File: src/rtl/store_buffer_pkg.sv
// Shared defaults, word-address slicing and entry layout for the store buffer.
package store_buffer_pkg;

  localparam int SB_DEPTH  = 4;
  localparam int SB_ADDR_W = 32;
  localparam int SB_DATA_W = 32;

  // Address bits below WORD_LSB select a byte within a word and never take part in matching.
  localparam int WORD_LSB = 2;

  function automatic int word_w(input int addr_w);
    return addr_w - WORD_LSB;
  endfunction

  // An entry is stored as {addr, data}, with the address in the upper bits.
  function automatic int entry_w(input int addr_w, input int data_w);
    return addr_w + data_w;
  endfunction

endpackage

File: src/rtl/sb_fwd_match.sv
// Youngest-first word-address match over the occupied slots of the store buffer.
module sb_fwd_match #(
  parameter int DEPTH = 4,
  parameter int WA_W  = 30
) (
  input  logic [WA_W-1:0]          entry_waddr [DEPTH],
  input  logic [$clog2(DEPTH)-1:0] head,
  input  logic [$clog2(DEPTH):0]   count,
  input  logic [WA_W-1:0]          key,
  output logic                     hit,
  output logic [$clog2(DEPTH)-1:0] idx
);

  localparam int PTR_W = $clog2(DEPTH);

  logic [PTR_W-1:0] slot_s;

  // Walk oldest to youngest so the last match found is the youngest store.
  always_comb begin
    hit    = 1'b0;
    idx    = head;
    slot_s = head;
    for (int i = 0; i < DEPTH; i++) begin
      slot_s = head + PTR_W'(i);
      if (((PTR_W + 1)'(i) < count) && (entry_waddr[slot_s] == key)) begin
        hit = 1'b1;
        idx = slot_s;
      end else begin
        hit = hit;
        idx = idx;
      end
    end
  end

endmodule

File: src/rtl/store_buffer.sv
// Posted-write store buffer between the CPU memory port and word-addressed memory.
// STORE_BUF_FWD_EN enables load forwarding; without it loads wait for the buffer to empty.
module store_buffer
  import store_buffer_pkg::*;
#(
  parameter int DEPTH  = SB_DEPTH,
  parameter int ADDR_W = SB_ADDR_W,
  parameter int DATA_W = SB_DATA_W
) (
  input  logic              clk,
  input  logic              reset,
  input  logic [ADDR_W-1:0] cpu_addr,
  input  logic [DATA_W-1:0] cpu_wdata,
  input  logic              cpu_wr,
  input  logic              cpu_rd,
  output logic [DATA_W-1:0] cpu_rdata,
  output logic              cpu_stall,
  output logic              buf_empty,
  output logic [ADDR_W-1:0] mem_addr,
  output logic [DATA_W-1:0] mem_wdata,
  output logic              mem_wr,
  input  logic [DATA_W-1:0] mem_rdata
);

  localparam int PTR_W = $clog2(DEPTH);
  localparam int CNT_W = PTR_W + 1;
  localparam int ENT_W = entry_w(ADDR_W, DATA_W);

  logic [ENT_W-1:0]  entry_r [DEPTH];
  logic [PTR_W-1:0]  head_r;
  logic [PTR_W-1:0]  tail_r;
  logic [CNT_W-1:0]  count_r;
  logic              rd_valid_r;

  logic              full_s;
  logic              nonempty_s;
  logic              stall_s;
  logic              rd_ok_s;
  logic              push_s;
  logic              drain_s;
  logic [ADDR_W-1:0] head_addr_s;
  logic [DATA_W-1:0] head_data_s;

  assign full_s      = (count_r == CNT_W'(DEPTH));
  assign nonempty_s  = (count_r != {CNT_W{1'b0}});
  assign head_addr_s = entry_r[head_r][ENT_W-1 -: ADDR_W];
  assign head_data_s = entry_r[head_r][DATA_W-1:0];

  // Stall, accept and drain decisions for the current cycle.
  always_comb begin
    stall_s = full_s;
`ifdef STORE_BUF_FWD_EN
    stall_s = full_s;
`else
    if (cpu_rd && nonempty_s) begin
      stall_s = 1'b1;
    end else begin
      stall_s = full_s;
    end
`endif
    // A read stalled by a full buffer lets the drain run, otherwise a held read could never retire.
    rd_ok_s = cpu_rd && !stall_s;
    push_s  = cpu_wr && !stall_s;
    drain_s = nonempty_s && !rd_ok_s;
  end

  // Entry storage needs no reset: only slots between head and tail are ever observed.
  always_ff @(posedge clk) begin
    if (push_s) begin
      entry_r[tail_r] <= {cpu_addr, cpu_wdata};
    end
  end

  // Circular pointers and occupancy.
  always_ff @(posedge clk) begin
    if (reset) begin
      head_r  <= {PTR_W{1'b0}};
      tail_r  <= {PTR_W{1'b0}};
      count_r <= {CNT_W{1'b0}};
    end else begin
      if (push_s) begin
        tail_r <= tail_r + PTR_W'(1);
      end
      if (drain_s) begin
        head_r <= head_r + PTR_W'(1);
      end
      case ({push_s, drain_s})
        2'b10:   count_r <= count_r + CNT_W'(1);
        2'b01:   count_r <= count_r - CNT_W'(1);
        default: count_r <= count_r;
      endcase
    end
  end

  assign cpu_stall = stall_s;
  assign buf_empty = !nonempty_s;
  assign mem_wr    = drain_s;
  assign mem_addr  = drain_s ? head_addr_s : cpu_addr;
  assign mem_wdata = head_data_s;

`ifdef STORE_BUF_FWD_EN
  localparam int WA_W = word_w(ADDR_W);

  logic [WA_W-1:0]   entry_waddr_s [DEPTH];
  logic              hit_s;
  logic [PTR_W-1:0]  hit_idx_s;
  logic              fwd_hit_r;
  logic [DATA_W-1:0] fwd_data_r;

  // Word-address view of every slot for the match search.
  always_comb begin
    for (int i = 0; i < DEPTH; i++) begin
      entry_waddr_s[i] = entry_r[i][ENT_W-1 -: WA_W];
    end
  end

  sb_fwd_match #(
    .DEPTH (DEPTH),
    .WA_W  (WA_W)
  ) u_fwd_match (
    .entry_waddr (entry_waddr_s),
    .head        (head_r),
    .count       (count_r),
    .key         (cpu_addr[ADDR_W-1:WORD_LSB]),
    .hit         (hit_s),
    .idx         (hit_idx_s)
  );

  // Capture the forward decision alongside the memory read it replaces.
  always_ff @(posedge clk) begin
    if (reset) begin
      rd_valid_r <= 1'b0;
      fwd_hit_r  <= 1'b0;
      fwd_data_r <= {DATA_W{1'b0}};
    end else begin
      rd_valid_r <= rd_ok_s;
      fwd_hit_r  <= rd_ok_s && hit_s;
      if (rd_ok_s && hit_s) begin
        fwd_data_r <= entry_r[hit_idx_s][DATA_W-1:0];
      end else begin
        fwd_data_r <= fwd_data_r;
      end
    end
  end

  assign cpu_rdata = !rd_valid_r ? {DATA_W{1'b0}} :
                     (fwd_hit_r ? fwd_data_r : mem_rdata);
`else
  // Track which cycle carries a valid memory read result.
  always_ff @(posedge clk) begin
    if (reset) begin
      rd_valid_r <= 1'b0;
    end else begin
      rd_valid_r <= rd_ok_s;
    end
  end

  assign cpu_rdata = rd_valid_r ? mem_rdata : {DATA_W{1'b0}};
`endif

endmodule

File: config.mk
export PLATFORM = sky130hd
export DESIGN_NAME = store_buffer
export DESIGN_NICKNAME = d
export VERILOG_FILES = /design/src/rtl/store_buffer_pkg.sv /design/src/rtl/sb_fwd_match.sv /design/src/rtl/store_buffer.sv
export SDC_FILE = /design/constraint.sdc
export NUM_CORES = 1
export LEC_CHECK = 0
export BUFFER_PORTS_ARGS = -buffer_cell sky130_fd_sc_hd__buf_2
export CAP_MARGIN = 20
export CORE_MARGIN = 3
export CORE_UTILIZATION = 55
export DETAILED_ROUTE_END_ITERATION = 12
export PLACE_DENSITY = 0.79
export SLEW_MARGIN = 20
export SYNTH_ARGS = -nofsm -noshare
export SYNTH_HDL_FRONTEND = slang
export SYNTH_HIERARCHICAL = 1
export SYNTH_SLANG_ARGS = --single-unit
File: constraint.sdc
create_clock -name clk -period 4 [get_ports clk]
set_input_delay 0.6 -clock clk [delete_from_list [all_inputs] [get_ports clk]]
set_output_delay 0.6 -clock clk [all_outputs]
set_load 0.01 [all_outputs]
# Word level (Yosys, flattened, before mapping)
# Memory sizes are Yosys's and may differ from the RTL's. A register that Yosys moved wholly into a read port is not among the register bits.
# Index checks and enable logic that the tools add are counted.
[word_totals]
n_memories = 1
mem_bits_rw = 256
reg_bits = 8
input_bits = 100
[mem_list]
columns = ["memory", "depth", "word_bits", "rd", "rd_ports_with_merged_regs", "wr", "line", "source"]
rows = [
  ["entry_r", 4, 64, 1, 1, 1, "store_buffer.sv:29", "logic [ENT_W-1:0] entry_r [DEPTH];"],
]
[op_classes]
addsub = 4
n_reduce_logical = 9
muxes = 8
eq_ne = 3
[op_table]
columns = ["operator", "count"]
rows = [
  ["2-to-1 mux 32 bit", 2],
  ["case mux 3 bit (2 select lines)", 1],
  ["adder 2 x 1 -> 2 bit (second input constant)", 2],
  ["logical AND 1 bit", 4],
  ["2-to-1 mux 2 bit", 2],
  ["adder 3 x 1 -> 3 bit (second input constant)", 1],
  ["equality test 3 bit (second input constant)", 1],
  ["logical NOT 1 bit", 3],
  ["2-to-1 mux 1 bit", 3],
  ["nonzero test 3 bit", 1],
  ["subtractor 3 x 1 -> 3 bit (second input constant)", 1],
  ["equality test 2 x 1 -> 1 bit (second input constant)", 1],
  ["equality test 2 bit (second input constant)", 1],
  ["nonzero test 2 bit", 1],
]

# Depth between registers and ports, before layout
[logic_depth]
ltp_word = 9
mapped_depth = 9
mapped_depth_nobuf = 9

# Least setup slack after synthesis
# Ideal clock, no wire load.
[synth_timing]
path_kind = "input to register"
start = "input cpu_rd"
end = "memory entry_r[0][0] (netlist bit) (enable)"
t_arrival_ps = 2529
path_buffers = 0
required_time_ps = 3571
path_stages = 3
path_slack_ps = 1042
cell_sequence = "o21ai_0 -> o311a_1 -> and2_1"
[synth_via]
elab_chain_cells = 6
[synth_rtl]
columns = ["item", "line", "source"]
rows = [
  ["start, declared", "store_buffer.sv:15", "input logic cpu_rd,"],
  ["logical AND 1 bit", "store_buffer.sv:55", "if (cpu_rd && nonempty_s) begin"],
  ["2-to-1 mux 1 bit", "store_buffer.sv:55", ""],
  ["logical NOT 1 bit", "store_buffer.sv:63", "push_s = cpu_wr && !stall_s;"],
  ["logical AND 1 bit", "store_buffer.sv:63", ""],
  ["2-to-1 mux 1 bit", "store_buffer.sv:69", "if (push_s) begin"],
  ["2-to-1 mux 1 bit (implied by the code)", "store_buffer.sv:70", "entry_r[tail_r] <= {cpu_addr, cpu_wdata};"],
  ["end, declared", "store_buffer.sv:29", ""],
]
# Every way passes these cells.

# Worst setup path after layout
[layout_timing]
start = "register count_r[1]"
end = "output mem_addr[18]"
[layout_via]
elab_chain_cells = 8
elab_cells_between_ends = 9
classes_between = "eq/ne (1); mux (2); reduce/logical (6)"
[layout_rtl]
columns = ["item", "line", "source"]
rows = [
  ["start, declared", "store_buffer.sv:32", "logic [CNT_W-1:0] count_r;"],
  ["start signal, assigned", "store_buffer.sv:79", "count_r <= {CNT_W{1'b0}};"],
  ["start signal, assigned", "store_buffer.sv:88", "2'b10: count_r <= count_r + CNT_W'(1);"],
  ["start signal, assigned", "store_buffer.sv:89", "2'b01: count_r <= count_r - CNT_W'(1);"],
  ["nonzero test 3 bit", "store_buffer.sv:45", "assign nonempty_s = (count_r != {CNT_W{1'b0}});"],
  ["logical AND 1 bit", "store_buffer.sv:55", ""],
  ["2-to-1 mux 1 bit", "store_buffer.sv:55", ""],
  ["logical NOT 1 bit", "store_buffer.sv:62", "rd_ok_s = cpu_rd && !stall_s;"],
  ["logical AND 1 bit", "store_buffer.sv:62", ""],
  ["logical NOT 1 bit", "store_buffer.sv:64", "drain_s = nonempty_s && !rd_ok_s;"],
  ["logical AND 1 bit *", "store_buffer.sv:64", ""],
  ["2-to-1 mux 32 bit *", "store_buffer.sv:98", "assign mem_addr = drain_s ? head_addr_s : cpu_addr;"],
  ["end, declared", "store_buffer.sv:19", "output logic [ADDR_W-1:0] mem_addr,"],
]
# Every way passes the cells marked *; elsewhere a longest branch is shown, timed or not.

==> results.json <==
{
  "cpLargestDelayFamily": "simple AND/OR/NAND/NOR gates",
  "hold_path_depth": 1,
  "cts_root_buf": "clkbuf_16",
  "cts_buffer_depth": 3,
  "wl_per_cell_microns": 22.0,
  "holdPathEnd": "entry_r[1][20]$_DFFE_PP_",
  "min_path_type": "in -> reg",
  "finish.utilization": 0.690,
  "ctsResizeCount": 0,
  "fin_crit_ns": 3.10,
  "max_cap_viol_count": 0,
  "crit_required_ns": 3.40,
  "drt-initial-drc-count": 326,
  "fin_nets": 775,
  "cts_sinks": 266,
  "peakVddDrop_mv": 0.468,
  "htreeDepth": 1,
  "cts_setup_buffers": 0,
  "power.density_mw_per_mm2": 727,
  "fillers": 1103,
  "fmax_ghz": 0.322,
  "timing_worst_setup_path_type": "reg -> out",
  "areaGrowthSynthToFinish_pct": 20.6,
  "cts_tree": "yes",
  "p_total_mw": 9.20,
  "start_kind": "flip-flop",
  "reg2reg_to": "count_r[2]$_SDFFE_PP0P_",
  "status": "finished, final reports clean",
  "skew_ns": 0.00472,
  "multi_input_area_sq_mm": 0.00240,
  "ys_seq_area_frac": 0.752,
  "place_inst": 870,
  "start_util": 0.573,
  "grt_max_degree": 65,
  "ys_ff_latch": 266,
  "final.period_utilization": 0.775,
  "slew_headroom": 0.330,
  "report.final.slew_viol_count": 0,
  "synth.top_cell.area_share": 0.732,
  "finalSetupTns_ns": 0,
  "postCtsHoldBufs": 0,
  "synth_area_sq_mm": 0.0105,
  "vias": 5180,
  "critPathMaxStageDelay_ns": 0.77,
  "place.gp.congestion": 0.781,
  "hp-start": "cpu_wdata[20]",
  "leakage_nw": 4.59,
  "die_w_microns": 144,
  "rsz0062_at_grt": "no",
  "synth_cell_types": 27,
  "track_usage": 0.191,
  "routed_wl_microns": 20200,
  "postSynthAreaPerCell_sq_um": 22.8,
  "grt_pass1_vias": 5405,
  "gr-total-overflow": 0,
  "drive_gt1_frac": 0.499,
  "synthCells": 460,
  "final_common_cell": "edfxtp_1",
  "portBuffers": 198,
  "synth_top_family_by_area": "multiplexers",
  "critPathMaxFanout": 19,
  "synth_nets": 566,
  "synth_mux_area_frac": 0.185,
  "r2r_setup_slack_ns": 1.53,
  "synth_xor_area_frac": 0.00334,
  "ys_warn_count": 6,
  "crit_path_end_kind": "output pin",
  "synthSimpleGateAreaFrac": 0.0274,
  "grt_pass1_wl_microns": 30500,
  "slowest_stage": "or3_2",
  "numCtsBuffers": 26,
  "drt-vias-per-instance": 5.64,
  "clk_pin_slew_ns": 0.06,
  "clk_latency_ns": 0.51,
  "drt-pass1-iter-count": 4,
  "hpwl_microns": 12200,
  "final_cell_mix": "edfxtp_1, buf_2, mux4_2",
  "worst_pin_slew_ns": 1.00,
  "die-area_sq_mm": 0.0208,
  "reg2regPathDepth": 7,
  "io_pins": 199,
  "synth_compound_area_frac": 0.00429,
  "r2r_start": "count_r[0]$_SDFFE_PP0P_",
  "finalHoldViolCount": 0,
  "regArea_sq_mm": 0.00789,
  "antenna_found_initial": 1,
  "yosys.area_share.adder": 0.00787,
  "synth.top_cells.by_area": "edfxtp_1, mux4_2, mux2_4",
  "coreArea_sq_mm": 0.0183,
  "worst-endpoint-arrival_ns": 2.50,
  "yosys.area.top_type": "edfxtp_1",
  "drtAntennaViolNets": 0,
  "critPathBufInv": 2,
  "rows": 49,
  "fp.dieH_microns": 144,
  "instances_no_fill": 918,
  "drcViolationCount": 0,
  "setup_violations": 0,
  "antenna_cells": 0,
  "crit_path_cell_trace": "or3_2, buf_4, mux2_4, buf_2"
}
## cells in the mapped netlist
cell / number
or3_1: 2
buf_8: 1
clkbuf_1: 4
nor2_1: 8
o311a_1: 1
a21oi_1: 2
o31ai_1: 2
mux4_2: 58
xor2_1: 3
nand2b_1: 2
buf_6: 5
buf_12: 2
mux4_1: 6
inv_1: 8
fa_1: 1
xnor2_1: 1
buf_2: 7
buf_4: 3
dfxtp_1: 10
and2_1: 36
edfxtp_1: 256
nor3b_1: 1
mux2i_1: 1
mux2_4: 26
o21ai_0: 2
ha_1: 5
mux2_2: 7
## worst register-to-register path: cells and delay by family (launching register included)
family / cells / cell delay [ns]
flops: 1 / 0.45
fa+ha+maj: 2 / 0.67
compound gates: 1 / 0.17
buf+inv: 1 / 0.06
xor+xnor: 1 / 0.17
simple gates: 2 / 0.87
## cell type report
cell class,count,area share
multi-input cells,164,0.190
clock inverters,17,0.0228
well taps,229,0.0226
clock buffers,31,0.0562
flip-flops and latches,266,0.624
repair buffers,203,0.0823
inverters,8,0.00237
## worst max path at each step
| stage | start | cells after the start | endpoint | slack, ns |
|---|---|---|---|---|
| floorplan | cpu_rd | 3 | entry_r[0][0]$_DFFE_PP_ | 1.04 |
| global placement | flip-flop | 4 | mem_addr[4] | 1.47 |
| detailed placement | count_r[1]$_SDFFE_PP0P_ | 4 | mem_addr[8] | 1.44 |
| CTS | flip-flop | 4 | mem_addr[2] | 0.87 |
| global route | flip-flop | 4 | mem_addr[2] | 0.79 |
| finish | count_r[1]$_SDFFE_PP0P_ | 4 | mem_addr[18] | 0.90 |
## kinds of logic after synthesis
| family | after synthesis |
|---|---|
| buffers and inverters | 30 |
| AND/OR/NAND/NOR | 49 |
| flip-flops | 266 |
| adder cells (fa/ha/maj) | 6 |
| AO/OA/AOI/OAI | 7 |
| multiplexers | 98 |
| XOR/XNOR | 4 |
## flip-flops by register name, indices dropped and copies added (netlist names), named ones only
signal / flops
entry_r: 256
count_r: 3
head_r: 2
tail_r: 2
rd_valid_r: 1
## per-layer routing
layer	GRT usage	up-vias	routed length, microns
met5	0	-	7
met4	0.0329	2	286
met3	0.0400	28	1160
met2	0.322	150	10200
met1	0.266	2690	8560
li1	-	2310	-
## power by group
part / internal [mW] / switching (mW)
Clock: 1.78 / 0.984
Sequential: 3.45 / 0.153
Combinational: 1.42 / 1.41
## per-stage QoR
step | hold WS (ns) | setup WS [ns] | cell area (sq um)
floorplan | 0.480 | 1.04 | 10500
global placement | 0.487 | 1.47 | 11700
detailed placement | 0.516 | 1.44 | 11700
CTS | 0.279 | 0.873 | 12700
global route | 0.283 | 0.795 | 12700
finish | 0.303 | 0.899 | 12700
Note: power is estimated with default switching activity, not from simulation.
